$ cat config.mk
export PLATFORM = sky130hd
export DESIGN_NAME = vga_draw_scheduler
export DESIGN_NICKNAME = d
export VERILOG_FILES = /design/src/rtl/vga_draw_scheduler.sv
export SDC_FILE = /design/constraint.sdc
export NUM_CORES = 1
export LEC_CHECK = 0
export BUFFER_PORTS_ARGS = -buffer_cell sky130_fd_sc_hd__clkbuf_2
export CORE_UTILIZATION = 38
export DETAILED_ROUTE_END_ITERATION = 12
export HOLD_SLACK_MARGIN = 0.15
export PLACE_DENSITY = 0.59
export SLEW_MARGIN = 20
export SYNTH_ARGS = -nofsm -noshare
export SYNTH_HDL_FRONTEND = slang
export SYNTH_SLANG_ARGS = --single-unit
$ cat constraint.sdc
create_clock -name clk -period 3.82 [get_ports clk]
set_input_delay 0.191 -clock clk [delete_from_list [all_inputs] [get_ports clk]]
set_output_delay 0.191 -clock clk [all_outputs]
set_load 0.03 [all_outputs]
$ cat src/rtl/vga_draw_scheduler.sv
// Purpose : sole owner of the vga_adapter pixel-write port; sequences full-screen
//           clears (priority) and 16x16 sprite blits read from the graphics ROM.
// Latency : clear pixel n plots 2+n cycles after clear_req is seen; sprite pixel k
//           plots 3+k cycles after the draw handshake (ROM adds one cycle).
// Backpressure: draw_ready is low whenever busy or clear_req is high; clear_req
//           is a level, ignored while a clear is already running.
//
// Ports
//   clk, reset            clock, synchronous active-low reset
//   clear_req             level request for a full-screen clear
//   draw_valid/draw_ready sprite request handshake, with draw_x/draw_y/draw_id
//   rom_addr/rom_q        {id,row,col} to the 1-cycle-latency sprite ROM, data back
//   vga_x/y/colour/plot   pixel-write port of vga_adapter
//   busy                  high while clearing or drawing
//   clear_done/draw_done  single-cycle completion pulses
module vga_draw_scheduler #(
  parameter int          SCREEN_W     = 320,
  parameter int          SCREEN_H     = 240,
  parameter int          SPRITE_SZ    = 16,
  parameter logic [2:0]  CLEAR_COLOUR = 3'b000,
  parameter bit          KEY_EN       = 1'b0,
  parameter logic [2:0]  KEY_COLOUR   = 3'b101,
  localparam int         SB           = $clog2(SPRITE_SZ)
) (
  input  logic              clk,
  input  logic              reset,
  input  logic              clear_req,
  input  logic              draw_valid,
  output logic              draw_ready,
  input  logic [8:0]        draw_x,
  input  logic [7:0]        draw_y,
  input  logic [1:0]        draw_id,
  output logic [2*SB+1:0]   rom_addr,
  input  logic [2:0]        rom_q,
  output logic [8:0]        vga_x,
  output logic [7:0]        vga_y,
  output logic [2:0]        vga_colour,
  output logic              vga_plot,
  output logic              busy,
  output logic              clear_done,
  output logic              draw_done
);

  localparam logic [8:0]      X_MAX  = 9'(SCREEN_W - SPRITE_SZ);
  localparam logic [7:0]      Y_MAX  = 8'(SCREEN_H - SPRITE_SZ);
  localparam logic [8:0]      X_LAST = 9'(SCREEN_W - 1);
  localparam logic [7:0]      Y_LAST = 8'(SCREEN_H - 1);
  localparam logic [2*SB-1:0] K_LAST = '1;

  typedef enum logic [1:0] {IDLE, CLEAR, DRAW, DRAIN} state_t;

  state_t     state;
  logic [8:0] x0;
  logic [7:0] y0;
  // Address stage: rom_addr holds a live sprite pixel this cycle.
  logic       a_vld;
  // Data stage: rom_q belongs to the pixel whose screen coordinates are q_x/q_y.
  logic       q_vld;
  logic [8:0] q_x;
  logic [7:0] q_y;
  // Clear scan position; clr_end marks the trailing cycle after the last pixel.
  logic [8:0] cx;
  logic [7:0] cy;
  logic       clr_end;
  logic       keyed;

  assign draw_ready = reset & (state == IDLE) & ~clear_req;
  assign keyed      = KEY_EN && (rom_q == KEY_COLOUR);

  always_ff @(posedge clk) begin
    if (!reset) begin
      state      <= IDLE;
      x0         <= '0;
      y0         <= '0;
      a_vld      <= 1'b0;
      q_vld      <= 1'b0;
      q_x        <= '0;
      q_y        <= '0;
      cx         <= '0;
      cy         <= '0;
      clr_end    <= 1'b0;
      rom_addr   <= '0;
      vga_x      <= '0;
      vga_y      <= '0;
      vga_colour <= '0;
      vga_plot   <= 1'b0;
      busy       <= 1'b0;
      clear_done <= 1'b0;
      draw_done  <= 1'b0;
    end else begin
      vga_plot   <= 1'b0;
      clear_done <= 1'b0;
      draw_done  <= 1'b0;
      case (state)
        IDLE: begin
          if (clear_req) begin
            state   <= CLEAR;
            busy    <= 1'b1;
            cx      <= '0;
            cy      <= '0;
            clr_end <= 1'b0;
          end else if (draw_valid) begin
            // Clamp so the whole sprite always lands on screen: no clipping, no wrap.
            x0       <= (draw_x > X_MAX) ? X_MAX : draw_x;
            y0       <= (draw_y > Y_MAX) ? Y_MAX : draw_y;
            rom_addr <= {draw_id, {(2*SB){1'b0}}};
            a_vld    <= 1'b1;
            state    <= DRAW;
            busy     <= 1'b1;
          end
        end

        CLEAR: begin
          if (clr_end) begin
            state      <= IDLE;
            busy       <= 1'b0;
            clear_done <= 1'b1;
          end else begin
            vga_x      <= cx;
            vga_y      <= cy;
            vga_colour <= CLEAR_COLOUR;
            vga_plot   <= 1'b1;
            if (cx == X_LAST) begin
              cx <= '0;
              if (cy == Y_LAST) clr_end <= 1'b1;
              else              cy      <= cy + 1'b1;
            end else begin
              cx <= cx + 1'b1;
            end
          end
        end

        DRAW, DRAIN: begin
          if (clear_req) begin
            // Abort: drop everything still in the ROM pipeline, no draw_done.
            state   <= CLEAR;
            a_vld   <= 1'b0;
            q_vld   <= 1'b0;
            cx      <= '0;
            cy      <= '0;
            clr_end <= 1'b0;
          end else begin
            q_vld <= a_vld;
            q_x   <= x0 + 9'(rom_addr[SB-1:0]);
            q_y   <= y0 + 8'(rom_addr[2*SB-1:SB]);
            // Keyed pixels leave the port untouched so it holds its last value.
            if (q_vld && !keyed) begin
              vga_x      <= q_x;
              vga_y      <= q_y;
              vga_colour <= rom_q;
              vga_plot   <= 1'b1;
            end
            if (state == DRAW) begin
              if (rom_addr[2*SB-1:0] == K_LAST) begin
                a_vld <= 1'b0;
                state <= DRAIN;
              end else begin
                rom_addr[2*SB-1:0] <= rom_addr[2*SB-1:0] + 1'b1;
              end
            end else if (!q_vld) begin
              // Last pixel has left the data stage.
              state     <= IDLE;
              busy      <= 1'b0;
              draw_done <= 1'b1;
            end
          end
        end

        default: state <= IDLE;
      endcase
    end
  end

endmodule

Yosys cells after proc, flatten, opt, wreduce, memory -nomap -nowiden
Index checks and enable logic that the tools add are counted.
{ "word_totals": {"inputBits": 26, "output_inout_bits": 35, "wordCells": 132, "reg_bits": 90} }
{ "classes": {"mux": 61, "n_lt_le_gt_ge": 2, "bitwise_logic": 5, "add_sub_neg": 5, "n_eq_ne": 24, "reduce_logical": 16} }
{ "ops": {"columns": ["op", "n"], "rows": [
  ["$mux 8", 13],
  ["$mux 9", 7],
  ["$pmux 8 s2", 3],
  ["$pmux 9 s2", 2],
  ["$ne 2x2->1 const B", 12],
  ["$mux 1", 20],
  ["$add 8x1->8 const B", 2],
  ["$eq 8x8->1 const B", 2],
  ["$mux 2", 7],
  ["$reduce_and 4->1", 3],
  ["$reduce_and 5->1", 2],
  ["$add 9x1->9 const B", 1],
  ["$add 9x4->9", 1],
  ["$eq 9x9->1 const B", 1],
  ["$gt 9x9->1 const B", 1],
  ["$mux 3", 3],
  ["$ne 3x3->1 const B", 3],
  ["$add 8x4->8", 1],
  ["$gt 8x8->1 const B", 1],
  ["$ne 4x4->1 const B", 2],
  ["$pmux 1 s2", 3],
  ["$pmux 2 s3", 1],
  ["$pmux 3 s2", 1],
  ["$reduce_and 2->1", 3],
  ["other kinds (13)", 18]
]} }

Depth between registers and ports, before layout
{ "depth": {"depth_word": 5, "mapped_depth": 8, "depth_no_buf": 8} }

Least setup slack after synthesis
Ideal clock, no wire load.
{ "synth_timing": {"path_type": "flip-flop to flip-flop", "startpoint": "register rom_addr[0]", "endpoint": "register q_x[8]", "stages_incl_launch_ff": 9, "period_less_slack_ps": 2014, "required_time_ps": 3734, "t_arrival_ps": 1928, "path_buffers": 0, "setup_slack_ps": 1806, "setup_time_ps": 86, "path_cell_list": "dfxtp_1 ha_1 inv_1 fa_1 nor2b_1 o21ai_0 a21oi_1 xnor2_1 a211oi_1"} }
{ "synth_via": {"elab_chain_len": 1} }
{ "synth_lines": {"columns": ["item", "line", "rtl"], "rows": [
  ["start, declared", "33", "output logic [2*SB+1:0] rom_addr,"],
  ["start signal, assigned", "106", "rom_addr <= {draw_id, {(2*SB){1'b0}}};"],
  ["start signal, assigned by index", "158", "rom_addr[2*SB-1:0] <= rom_addr[2*SB-1:0] + 1'b1;"],
  ["$add 9x4->9", "144", "q_x <= x0 + 9'(rom_addr[SB-1:0]);"],
  ["end signal, assigned", "144", null],
  ["end, declared", "59", "logic [8:0] q_x;"]
]} }
No other way between the ends.
A chain may end at the register's enable or synchronous reset.

Worst setup path after layout
{ "layout_timing": {"startpoint": "register cx[0]", "endpoint": "register cy[3]"} }
{ "layout_via": {"elab_chain_len": 3} }
{ "layout_lines": {"columns": ["item", "line", "rtl"], "rows": [
  ["start, declared", "62", "logic [8:0] cx;"],
  ["start signal, assigned", "128", "cx <= cx + 1'b1;"],
  ["$eq 9x9->1", "123", "if (cx == X_LAST) begin"],
  ["$ne 2x2->1 (no line)", null, null],
  ["$reduce_and 4->1 (no line)", null, null],
  ["end signal, assigned", "126", "else cy <= cy + 1'b1;"],
  ["end, declared", "63", "logic [7:0] cy;"]
]} }
No other way between the ends.

==> flow_metrics.tcl <==
set metrics [dict create \
    area_growth_pct 20.3 \
    drive_gt1_share_pct 16.1 \
    clock_latency_ns 0.38 \
    tritoncts "done" \
    fmax_ghz 0.463 \
    synth_top_area_share_pct 43.5 \
    fillCellCount 1082 \
    cts_max_level 3 \
    cp_num_buf_inv 0 \
    max_cap_violations 0 \
    drt_iter0_drc 193 \
    drt-total-wl_microns 9890 \
    path_max_fanout 11 \
    synth.yosys.seq_area_share_pct 43.5 \
    numCtsBuffers 9 \
    worst_setup_path_end_kind "flop" \
    finalSetupViolCount 0 \
    drcViolationCount 0 \
    routabilityCongestion 0.838 \
    overflow 0 \
    path_clk_slew_ns 0.10 \
    layout_commonest_cell "dfxtp_1" \
    row_count 37 \
    final_cell_mix "dfxtp_1, clkbuf_2, nand2_1, nor2_1, a21oi_1" \
    finalHoldViolCount 0 \
    powerDensity_nw_per_um2 388 \
    drt_first_pass_iters 4 \
    dp_hpwl_microns 6940 \
    worstSetupPathType "reg -> reg" \
    cp_slowest_cell "nor4_4" \
    worst_clock_skew_ns 0.0160 \
    ys_warn_count 0 \
    path_cells "ha_1, nand3_1, nor4_4, nand4_1, or4_1, a31oi_1" \
    antenna_found_initial 0 \
    finalSetupTns_ns 0 \
    synth_edf_count 0 \
    ant_nets 0 \
    num_vias 3606 \
    ir_drop_v 0.000207 \
    die_h_microns 106 \
    grt.total_usage_pct 18.8 \
    grt_max_degree 56 \
    cp_top_family "simple AND/OR/NAND/NOR gates" \
    required_ns 4.11 \
    cts_num_sinks 90 \
    startpoint_type "flop" \
    yosysTopAreaCell "dfxtp_1" \
    avgViaCountPerCell 5.20 \
    diodes 0 \
    rsz0062_at_grt "no" \
    synth.avg_cell_area_sq_um 8.63 \
    grt_pass1_vias 3399 \
    cts_root_buf "clkbuf_8" \
    wire_per_inst_microns 14.3 \
    die_x_microns 106 \
    netlist_area_sq_um 4140 \
    final.min_clock_period_ns 2.16 \
    syn_inst 480 \
    p_leak_nw 1.88 \
    hold_path_class "in -> reg" \
    r2r_slack_ns 1.66 \
    grt_pass1_wl_microns 16600 \
    port_buffers 60 \
    synth_nets 519 \
    status "complete, no violations" \
    die_area_sq_um 11300 \
    nets 592 \
    critical_path.max_stage_delay_ns 0.47 \
    cts_buffer_depth 2 \
    synthTopCellsByArea "dfxtp_1, nand2_1, a21oi_1" \
    initial_core_util_pct 39.6 \
    timing.final.crit_share_pct 56.5 \
    ys_types 51 \
    drv_slew 0 \
    place_area_sq_um 4540 \
    worstPathArrival_ns 2.45 \
    core_area_sq_um 10500 \
    num_io_pins 61 \
    synthArstFlopShare_pct 0 \
    synthFlopType "dfxtp_1" \
    relSlewSlack_pct 35.3 \
    ys_ff_latch 90 \
    tightest_slew_ns 0.969 \
    fin_area_sq_um 4980 \
]
state kept, by name, indices dropped and copies added, names as in the netlist:
| register | flops |
|---|---|
| vga_plot | 1 |
| state | 2 |
| q_x | 9 |
| a_vld | 1 |
| clear_done | 1 |
| clr_end | 1 |
| vga_x | 9 |
| x0 | 9 |
| cx | 9 |
| q_y | 8 |
| q_vld | 1 |
| y0 | 8 |
| rom_addr | 10 |
| busy | 1 |
| vga_y | 8 |
| draw_done | 1 |
| vga_colour | 3 |
| cy | 8 |
where the power goes:
| part | internal, mW | switching (mW) |
|---|---|---|
| logic | 0.0873 | 0.142 |
| clock network | 0.358 | 0.343 |
| registers | 0.971 | 0.0297 |
| total | 1.42 | 0.515 |
layer usage:
| metal | up-vias | GRT usage, % | routed length (microns) |
|---|---|---|---|
| met5 | - | 0 | 0 |
| met4 | 0 | 8.63 | 190 |
| met3 | 13 | 2.64 | 447 |
| met2 | 84 | 29.0 | 4400 |
| met1 | 1646 | 25.7 | 4850 |
| li1 | 1863 | - | - |
layout make-up:
cell class	count	area [sq um]	share of cell area [%]
clock buffer	13	169	3.39
clock inverter	3	46.3	0.930
inverter	17	63.8	1.28
multi-input combinational	349	2180	43.7
sequential	90	1800	36.2
tap	136	170	3.42
timing repair buffer	86	551	11.1
tightest hold or removal path, stage by stage:
cell      delay (ns)
clkbuf_2        0.13
o21ai_0         0.08
a21oi_1         0.13
timing repair:
item / in CTS / in global routing
gates resized for setup: 0 / 0
hold buffers: 22 / 0
hold endpoints to repair: 22 / 0
endpoints found under the setup margin: 0 / 0
buffers inserted: 0 / 0
final timing paths:
path                    to  cells after the start           from
max                  cy[3]                      6          cx[0]
min                   busy                      3     draw_valid
max reg2reg          cy[3]                      6          cx[0]
min reg2reg  vga_colour[0]                      2  vga_colour[0]
cell usage after synthesis, types with 4 or more instances:
| library cell | count |
|---|---|
| nand4_1 | 11 |
| dfxtp_1 | 90 |
| a22o_1 | 4 |
| buf_2 | 8 |
| clkbuf_1 | 14 |
| xor2_1 | 7 |
| nand3_1 | 10 |
| nand2b_1 | 5 |
| a22oi_1 | 8 |
| o21ai_0 | 28 |
| xnor2_1 | 14 |
| o22ai_1 | 4 |
| nand2_1 | 54 |
| inv_1 | 16 |
| a21oi_1 | 40 |
| ha_1 | 11 |
| nor2_1 | 51 |
| or3_1 | 4 |
| nor4_1 | 4 |
| mux2i_1 | 16 |
| a21o_1 | 5 |
| nor3_1 | 7 |
| a211oi_1 | 22 |
| o21ai_1 | 5 |
cell families after synthesis:
| family | after synthesis | synth area share (%) |
|---|---|---|
| xor+xnor | 21 | 4.44 |
| mux | 16 | 3.87 |
| compound gates | 129 | 19.3 |
| fa+ha+maj | 13 | 4.29 |
| simple gates | 170 | 20.5 |
| flops | 90 | 43.5 |
| buf+inv | 41 | 4.05 |
stage by stage:
step / power, mW / setup slack (ns) / util [%] / hold WS, ns / std cells
after floorplan: 1.17 / 1.81 / - / 0.306 / 480
after global placement: 1.23 / 1.44 / 43.4 / 0.416 / 656
after detailed placement: 1.23 / 1.35 / 43.4 / 0.423 / 656
after CTS: 1.95 / 1.35 / 47.6 / 0.184 / 694
after global routing: 2.02 / 1.45 / 47.6 / 0.247 / 694
final: 1.93 / 1.66 / 47.6 / 0.191 / 694
Note: power is estimated with default switching activity, not from simulation.
